--- config.mk ---
export PLATFORM = sky130hd
export DESIGN_NAME = fetch_stage
export DESIGN_NICKNAME = d
export VERILOG_FILES = /design/src/rtl/fetch_stage.sv
export SDC_FILE = /design/constraint.sdc
export NUM_CORES = 1
export LEC_CHECK = 0
export BUFFER_PORTS_ARGS = -buffer_cell sky130_fd_sc_hd__buf_4
export CORE_AREA = 2 2 195 140
export CTS_CLUSTER_SIZE = 40
export DETAILED_ROUTE_END_ITERATION = 10
export DIE_AREA = 0 0 197 142
export PLACE_DENSITY = 0.54
export SYNTH_ARGS = -nofsm -noshare
export SYNTH_HDL_FRONTEND = slang
export SYNTH_SLANG_ARGS = --single-unit
export TNS_END_PERCENT = 5
--- constraint.sdc ---
create_clock -name CLK -period 3 [get_ports CLK]
set_clock_uncertainty 0.1 [all_clocks]
set_input_delay 0.15 -clock CLK [delete_from_list [all_inputs] [get_ports CLK]]
set_output_delay 0.15 -clock CLK [all_outputs]
set_load 0.05 [all_outputs]
--- src/rtl/fetch_stage.sv ---
// fetch_stage: instruction fetch with a one-entry skid buffer.
// Holds pc and the IF/ID pipeline register. A word that hits while IF/ID
// is stalled is parked in the skid buffer so that it is neither lost nor
// fetched twice. Sticky halt freezes the stage until reset.
module fetch_stage #(
  parameter logic [31:0] PC_INIT = 32'h00000000
) (
  input  logic        CLK,
  input  logic        RST,
  input  logic        ihit,
  input  logic [31:0] imemload,
  input  logic        stall,
  input  logic        redirect,
  input  logic [31:0] redirect_pc,
  input  logic        halt_in,
  output logic        iREN,
  output logic [31:0] imemaddr,
  output logic [31:0] if_instr,
  output logic [31:0] if_npc,
  output logic        if_valid,
  output logic [5:0]  opcode,
  output logic [5:0]  funct,
  output logic        halted
);

  typedef enum logic [1:0] {
    FETCH  = 2'b00,
    BUFFER = 2'b01,
    HALTED = 2'b10
  } state_e;

  state_e      state_q, state_d;
  logic [31:0] pc_q, pc_d;
  logic [31:0] ifid_instr_q, ifid_instr_d;
  logic [31:0] ifid_npc_q, ifid_npc_d;
  logic        ifid_valid_q, ifid_valid_d;
  logic [31:0] skid_instr_q, skid_instr_d;
  logic [31:0] skid_npc_q, skid_npc_d;
  logic        halted_q, halted_d;
  logic [31:0] pc_plus4_s;

  // pc+4 wraps naturally at 2^32.
  assign pc_plus4_s = pc_q + 32'd4;

  // Next-state logic; priority is redirect > halt_in > stall > ihit.
  always_comb begin
    state_d      = state_q;
    pc_d         = pc_q;
    ifid_instr_d = ifid_instr_q;
    ifid_npc_d   = ifid_npc_q;
    ifid_valid_d = ifid_valid_q;
    skid_instr_d = skid_instr_q;
    skid_npc_d   = skid_npc_q;
    halted_d     = halted_q;

    case (state_q)
      FETCH: begin
        if (redirect) begin
          pc_d         = {redirect_pc[31:2], 2'b00};
          ifid_instr_d = 32'h0;
          ifid_npc_d   = 32'h0;
          ifid_valid_d = 1'b0;
          skid_instr_d = 32'h0;
          skid_npc_d   = 32'h0;
          state_d      = FETCH;
        end else if (halt_in && ifid_valid_q) begin
          // HALT sits in IF/ID: keep it visible and stop fetching for good.
          halted_d = 1'b1;
          state_d  = HALTED;
        end else if (stall) begin
          if (ihit) begin
            // Park the word; the fetch itself already completed.
            skid_instr_d = imemload;
            skid_npc_d   = pc_plus4_s;
            pc_d         = pc_plus4_s;
            state_d      = BUFFER;
          end else begin
            state_d = FETCH;
          end
        end else if (ihit) begin
          ifid_instr_d = imemload;
          ifid_npc_d   = pc_plus4_s;
          ifid_valid_d = 1'b1;
          pc_d         = pc_plus4_s;
        end else begin
          // Miss: insert a bubble, retry the same pc.
          ifid_instr_d = 32'h0;
          ifid_npc_d   = 32'h0;
          ifid_valid_d = 1'b0;
        end
      end

      BUFFER: begin
        if (redirect) begin
          pc_d         = {redirect_pc[31:2], 2'b00};
          ifid_instr_d = 32'h0;
          ifid_npc_d   = 32'h0;
          ifid_valid_d = 1'b0;
          skid_instr_d = 32'h0;
          skid_npc_d   = 32'h0;
          state_d      = FETCH;
        end else if (halt_in && ifid_valid_q) begin
          halted_d = 1'b1;
          state_d  = HALTED;
        end else if (!stall) begin
          // Drain the parked word; pc already points past it.
          ifid_instr_d = skid_instr_q;
          ifid_npc_d   = skid_npc_q;
          ifid_valid_d = 1'b1;
          state_d      = FETCH;
        end else begin
          state_d = BUFFER;
        end
      end

      HALTED: begin
        state_d = HALTED;
      end

      default: begin
        // Illegal encoding: fall back to a clean fetch.
        state_d = FETCH;
      end
    endcase
  end

  // State and pipeline registers with synchronous reset.
  always_ff @(posedge CLK) begin
    if (RST) begin
      state_q      <= FETCH;
      pc_q         <= PC_INIT;
      ifid_instr_q <= 32'h0;
      ifid_npc_q   <= 32'h0;
      ifid_valid_q <= 1'b0;
      skid_instr_q <= 32'h0;
      skid_npc_q   <= 32'h0;
      halted_q     <= 1'b0;
    end else begin
      state_q      <= state_d;
      pc_q         <= pc_d;
      ifid_instr_q <= ifid_instr_d;
      ifid_npc_q   <= ifid_npc_d;
      ifid_valid_q <= ifid_valid_d;
      skid_instr_q <= skid_instr_d;
      skid_npc_q   <= skid_npc_d;
      halted_q     <= halted_d;
    end
  end

  assign iREN     = (state_q == FETCH);
  assign imemaddr = pc_q;
  assign if_instr = ifid_instr_q;
  assign if_npc   = ifid_npc_q;
  assign if_valid = ifid_valid_q;
  assign opcode   = ifid_instr_q[31:26];
  assign funct    = ifid_instr_q[5:0];
  assign halted   = halted_q;

endmodule

==> summary.md, run 1 <==
| Metric | Value |
|---|---|
| R2R Setup Slk | `0.46 ns` |
| Final core area utilization | `0.391` |
| Worst setup margin | `0.462 ns` |
| Placer Congestion | `0.826` |
| Crit share post-route | `0.846` |
| Clock Tree Buf Depth | `2` |
| Register area share after synthesis | `0.429` |
| Register area | `0.00320 mm²` |
| Setup TNS | `0 ns` |
| Num rows | `50` |
| TritonCTS clock tree | `built` |
| Cell Pwr Density | `558 mW/mm²` |
| Worst-skew pair later-pin latency | `0.44 ns` |
| Hold Crit Class | `in -> reg` |
| Clock transition at path regs | `0.07 ns` |
| Fraction of registers with async set/reset | `0` |
| Commonest non-fill, non-tap cell in the layout | `buf_4` |
| Fin nets | `1169` |
| Period minus WS final | `2.54 ns` |
| First-pass GRT wire length | `43.2 mm` |
| Synth Instances | `915` |
| Unique masters post-synth | `63` |
| Worst Hold End | `if_npc[24]` |
| Hold path depth | `2` |
| Maxcap violations | `0` |
| Worst-margin pin slew | `1.00 ns` |
| RSZ-0062 raised after global routing | `false` |
| Critical Path Source Type | `flop` |
| Layout fillers | `2673` |
| Largest net degree at the start of global routing | `90` |
| Cell Area, Synth | `0.00747 mm²` |
| Crit end category | `flop` |
| Total Power | `5.71 mW` |
| Grt ovf | `0` |
| R2r worst-path depth | `6` |
| Static leakage | `3.91 nW` |
| Number of port buffers | `176` |
| Commonest non-fill, non-tap cells in the layout | `203 x buf_4, 160 x dfxtp_1, 84 x nor2_1, 74 x nand2_1, 72 x a21oi_1` |
| Reg2reg end | `imemaddr[24]` |
| Status | `completed` |
| Slew HR | `0.331` |
| Dpl ws | `0.468 ns` |
| Fmax achieved | `394 MHz` |
| Drt drc | `0` |
| Fin area | `0.0102 mm²` |
| Placed cell area | `0.00906 mm²` |
| Post-route insts no fill | `1448` |
| Area of the multi-input gates | `0.00379 mm²` |
| Final setup violation count | `0` |
| TritonCTS buffer count | `17` |
| Via-to-Cell Ratio | `5.39` |
| I/O Pins | `181` |
| Starting DRC count in detailed routing | `514` |
| Die Width | `197 µm` |
| Final wirelength | `27.7 mm` |
| Vias | `7807` |
| # Post-CTS Setup Buffers | `0` |
| Routed length per placed instance | `19.1 µm` |
| CP Class | `reg -> reg` |
| Synth Register Bits | `160` |
| Min-delay src | `RST` |
| Peak supply drop | `0.000439 V` |
| Final Slew Violations | `0` |
| Post-synth EDFFs | `0` |
| Clock sink total | `160` |
| Core Area | `0.0262 mm²` |
| Critical Path RT | `3.23 ns` |
| Initial antenna violation count | `0` |
| WHS | `0.0245 ns` |
| Die Area | `0.0280 mm²` |
| CP arrival | `2.77 ns` |
| Crit path max fanout | `6` |
| Synth Area per Inst | `8.16 µm²` |
| Die Y | `142 µm` |
| Pre-antenna DRT Iters | `5` |
| Cell total after placement | `1358` |
| Initial Utilization | `0.286` |
| P&R area growth vs syn | `37.0%` |
| Share of cells above drive strength 1 | `0.230` |
| Overall Global Routing Usage | `0.200` |
| Remaining antenna violation count after routing | `0` |
| Yosys warns | `0` |
| Antenna Cells | `0` |
| HPWL Detailed | `18.5 mm` |
| Ys flop type | `dfxtp_1` |
| Final Hold Viols | `0` |
| Htree depth | `4` |
| RR Startpoint | `imemaddr[3]` |
| Vias in the first global route | `7447` |
| CTS root buf | `clkbuf_16` |
-- worst max-delay path by stage --
| stage | to | from |
|---|---|---|
| floorplan | imemaddr[26] | imemaddr[2] |
| CTS | imemaddr[24] | imemaddr[3] |
| global route | imemaddr[24] | imemaddr[3] |
| finish | imemaddr[24] | imemaddr[3] |
| global placement | imemaddr[26] | imemaddr[3] |
| detailed placement | imemaddr[24] | imemaddr[3] |
-- flip-flops by register name (all words and copies together) (netlist names) --
name and flops:
halted 1, if_instr 32, if_npc 31, if_valid 1, imemaddr 30, skid_instr_q 32
skid_npc_q 31, state_q 2
-- per-layer routing --
layer | track usage | wire [µm]
met3 | 0.0417 | 1970
met2 | 0.292 | 11800
met1 | 0.294 | 13500
met5 | 0 | 0
met4 | 0.0574 | 363
-- critical path, stage by stage, from the launching register on --
cell and delay, ns:
dfxtp_1 0.44, ha_1 0.35, nand3_4 0.12, or3_4 0.43
nor4_1 0.54, o21ai_0 0.15, a32o_1 0.30
-- layout make-up --
type                       instances  area share
inverter                          16     0.00587
sequential                       160       0.313
tap                              338      0.0413
multi-input combinational        638       0.371
clock buffer                      18      0.0429
clock inverter                    13      0.0135
timing repair buffer             265       0.213
-- cells in the mapped netlist, types with 6 or more instances --
cell type | number | area, µm²
buf_4 | 17 | 128
nand4_1 | 11 | 68.8
xnor2_1 | 17 | 149
nand3_1 | 62 | 310
or3_1 | 9 | 56.3
and3_1 | 13 | 81.3
nand2_1 | 74 | 278
and4_1 | 7 | 61.3
xor2_1 | 7 | 61.3
a21oi_1 | 72 | 360
inv_1 | 15 | 56.3
o31ai_1 | 6 | 45.0
o22ai_1 | 6 | 37.5
a32oi_1 | 8 | 70.1
a31oi_1 | 12 | 75.1
o2bb2ai_1 | 13 | 114
o21ai_0 | 40 | 200
a211oi_1 | 6 | 45.0
dfxtp_1 | 160 | 3200
nor3_1 | 52 | 260
o32ai_1 | 7 | 61.3
nor2_1 | 87 | 327
buf_2 | 7 | 35.0
nor4_1 | 11 | 68.8
clkbuf_1 | 75 | 282
a22oi_1 | 12 | 90.1
a221oi_1 | 45 | 394
-- power by group --
group	internal (mW)	leakage (nW)	switching [mW]
clock network	1.25	0.279	0.948
registers	2.23	1.31	0.119
logic	0.404	2.32	0.760
-- kinds of logic after synthesis --
group | synth area share
compound gates | 0.235
flops | 0.429
xor+xnor | 0.0281
buf+inv | 0.0690
other cells | 0.000502
fa+ha+maj | 0.00167
simple gates | 0.231
mux | 0.00536
-- what timing repair did --
item                      4_1_cts  5_1_grt
hold endpoints to repair       91        0
gates resized for setup         0        0
hold buffers                   59        0
Power figures use the tool's default switching activity.
==> run 2: changes to the inputs <==
--- a/config.mk
+++ b/config.mk
@@ -10,7 +10,7 @@
 export CTS_CLUSTER_SIZE = 40
 export DETAILED_ROUTE_END_ITERATION = 10
 export DIE_AREA = 0 0 197 142
-export PLACE_DENSITY = 0.54
+export PLACE_DENSITY = 0.56
 export SYNTH_ARGS = -nofsm -noshare
 export SYNTH_HDL_FRONTEND = slang
 export SYNTH_SLANG_ARGS = --single-unit
==> constraint.sdc (replaced) <==
create_clock -name CLK -period 2.22 [get_ports CLK]
set_clock_uncertainty 0.1 [all_clocks]
set_input_delay 0.111 -clock CLK [delete_from_list [all_inputs] [get_ports CLK]]
set_output_delay 0.111 -clock CLK [all_outputs]
set_load 0.05 [all_outputs]
==> run 2 against run 1 <==
  * Design area grew 5.9%
  * Sequential power grew 33%
  * Critical path depth stayed put
  * Core utilization increased by 2.3 points
  * Global-route usage up 0.43 points
  * Clock power rose by 38%
  * First-iteration DRC count is 43% higher
  * Power grew 38%
  * Combinational power grew 50%
  * Die area unchanged
  * Maximum frequency rose by 19%
  * Setup slack lost 0.38 ns
  * Highest routed layer unchanged
==> summary.md, run 2 (same netlist as run 1, synthesis figures left out) <==
| Metric | Value |
|---|---|
| I/O Pins | `181 (unchanged)` |
| Critical Path RT | `2.47 ns (-0.76 ns)` |
| Total Power | `7.90 mW (+38%)` |
| Initial Utilization | `0.286 (unchanged)` |
| Placer Congestion | `0.888 (+7.5%)` |
| CP Class | `reg -> reg` |
| Overall Global Routing Usage | `0.204 (+0.00431)` |
| Maxcap violations | `0 (unchanged)` |
| Vias in the first global route | `7494 (+0.63%)` |
| Via-to-Cell Ratio | `5.38 (-0.20%)` |
| Worst-skew pair later-pin latency | `0.43 ns (about the same)` |
| Share of cells above drive strength 1 | `0.278 (+0.0487)` |
| Clock transition at path regs | `0.07 ns (about the same)` |
| Drt drc | `0 (unchanged)` |
| Final Hold Viols | `0 (unchanged)` |
| Reg2reg end | `imemaddr[26]` |
| First-pass GRT wire length | `44.1 mm (+2.1%)` |
| Status | `completed` |
| Remaining antenna violation count after routing | `0 (unchanged)` |
| Vias | `8120 (+4.0%)` |
| Die Width | `197 µm (unchanged)` |
| Crit path max fanout | `4 (-2)` |
| Number of port buffers | `176 (unchanged)` |
| Worst Hold End | `imemaddr[15]` |
| RR Startpoint | `imemaddr[2]` |
| Area of the multi-input gates | `0.00383 mm² (+1.1%)` |
| Routed length per placed instance | `19.0 µm (-0.56%)` |
| Hold path depth | `3 (+1)` |
| CP arrival | `2.39 ns (-0.38 ns)` |
| Die Y | `142 µm (unchanged)` |
| Register area | `0.00323 mm² (+0.94%)` |
| Crit share post-route | `0.963 (+0.118)` |
| Dpl ws | `0.0847 ns (-0.383 ns)` |
| Crit end category | `flop` |
| Clock Tree Buf Depth | `2 (unchanged)` |
| Commonest non-fill, non-tap cells in the layout | `253 x buf_4, 148 x dfxtp_1, 83 x nor2_1, 73 x nand2_1, 72 x a21oi_1` |
| R2r worst-path depth | `6 (unchanged)` |
| Initial antenna violation count | `0 (unchanged)` |
| Core Area | `0.0262 mm² (unchanged)` |
| Critical Path Source Type | `flop` |
| Clock sink total | `160 (unchanged)` |
| P&R area growth vs syn | `45.0%` |
| Layout fillers | `2624 (-1.8%)` |
| Slew HR | `0.538 (+0.207)` |
| Period minus WS final | `2.14 ns (-0.399 ns)` |
| Final Slew Violations | `0 (unchanged)` |
| TritonCTS buffer count | `17 (unchanged)` |
| Antenna Cells | `0 (unchanged)` |
| Worst setup margin | `0.0811 ns (-0.381 ns)` |
| Htree depth | `4 (unchanged)` |
| Post-route insts no fill | `1509 (+4.2%)` |
| Grt ovf | `0 (unchanged)` |
| Hold Crit Class | `in -> reg` |
| CTS root buf | `clkbuf_16` |
| Num rows | `50 (unchanged)` |
| R2R Setup Slk | `0.08 ns (-0.38 ns)` |
| # Post-CTS Setup Buffers | `0 (unchanged)` |
| Static leakage | `4.25 nW (+8.6%)` |
| HPWL Detailed | `20.0 mm (+8.2%)` |
| Cell total after placement | `1413 (+4.1%)` |
| Final wirelength | `28.7 mm (+3.6%)` |
| Peak supply drop | `0.000556 V (+27%)` |
| Largest net degree at the start of global routing | `63 (-30%)` |
| Fin nets | `1229 (+5.1%)` |
| Fmax achieved | `468 MHz (+19%)` |
| Commonest non-fill, non-tap cell in the layout | `buf_4` |
| Cell Pwr Density | `729 mW/mm² (+31%)` |
| Min-delay src | `redirect_pc[15]` |
| TritonCTS clock tree | `built` |
| RSZ-0062 raised after global routing | `true` |
| Final setup violation count | `0 (unchanged)` |
| Worst-margin pin slew | `0.693 ns (-0.310 ns)` |
| Starting DRC count in detailed routing | `735 (+43%)` |
| Die Area | `0.0280 mm² (unchanged)` |
| Pre-antenna DRT Iters | `5 (unchanged)` |
run 2: cell count changes in the layout (fill, tap and decap cells not counted), sizes merged:
cell         before  now
inv              18   16
buf             206  261
clkbuf           18   24
clkinvlp          3    1
dlygate4sd3      59   64
clkinv            6    5
run 2: metal layers:
layer / GRT usage / share of wire / routed length (µm) / vias up
met5: 0 / 0 / 0 / -
met4: 0.0400 / 0.0074 / 211 / 0
met3: 0.0367 / 0.066 / 1910 / 20
met2: 0.311 / 0.44 / 12700 / 313
met1: 0.301 / 0.48 / 13900 / 3938
li1: - / - / - / 3849
run 2: worst max path at each step:
| stage | from | end | slack [ns] | depth (start not counted) |
|---|---|---|---|---|
| final | imemaddr[2] | imemaddr[26] | 0.08 | 6 |
| after global routing | imemaddr[2] | imemaddr[28] | -0.05 | 8 |
| after CTS | imemaddr[2] | imemaddr[26] | 0.06 | 6 |
| after detailed placement | imemaddr[2] | imemaddr[26] | 0.08 | 6 |
| after global placement | imemaddr[2] | imemaddr[26] | 0.07 | 6 |
| after floorplan | imemaddr[12] | imemaddr[29] | -0.15 | 6 |
run 2: area by class of cell:
| class | instances | share of cell area |
|---|---|---|
| tap | 338 | 0.0390 |
| multi-input combinational | 638 | 0.354 |
| clock buffer | 24 | 0.0455 |
| clock inverter | 8 | 0.00924 |
| timing repair buffer | 325 | 0.248 |
| sequential | 160 | 0.298 |
| inverter | 16 | 0.00554 |
run 2: timing repair:
item,in CTS,in global routing
hold endpoints to repair,99,0
hold buffers,64,0
gates resized for setup,0,7
setup endpoints to repair,0,67
run 2: per-stage QoR:
step	utilization	cell area (µm²)	hold slack, ns	setup TNS [ns]
final	0.414	10800	0.0572	0
after global placement	0.366	9570	0.288	0
after global routing	0.414	10800	0.0660	-0.113
after detailed placement	0.366	9570	0.292	0
after CTS	0.413	10800	0.0263	0
after floorplan	-	7520	0.163	-0.647
run 2: report_power, final:
| group | switching (mW) | internal (mW) |
|---|---|---|
| logic | 1.10 | 0.632 |
| registers | 0.113 | 3.02 |
| clock network | 1.25 | 1.79 |
| total | 2.46 | 5.44 |
run 2: critical path, cell delays in order (launching register included):
cell	delay, ns
dfxtp_4	0.36
ha_4	0.14
nand3_4	0.07
or3_4	0.41
or4_4	0.54
or3_1	0.31
a31oi_1	0.12
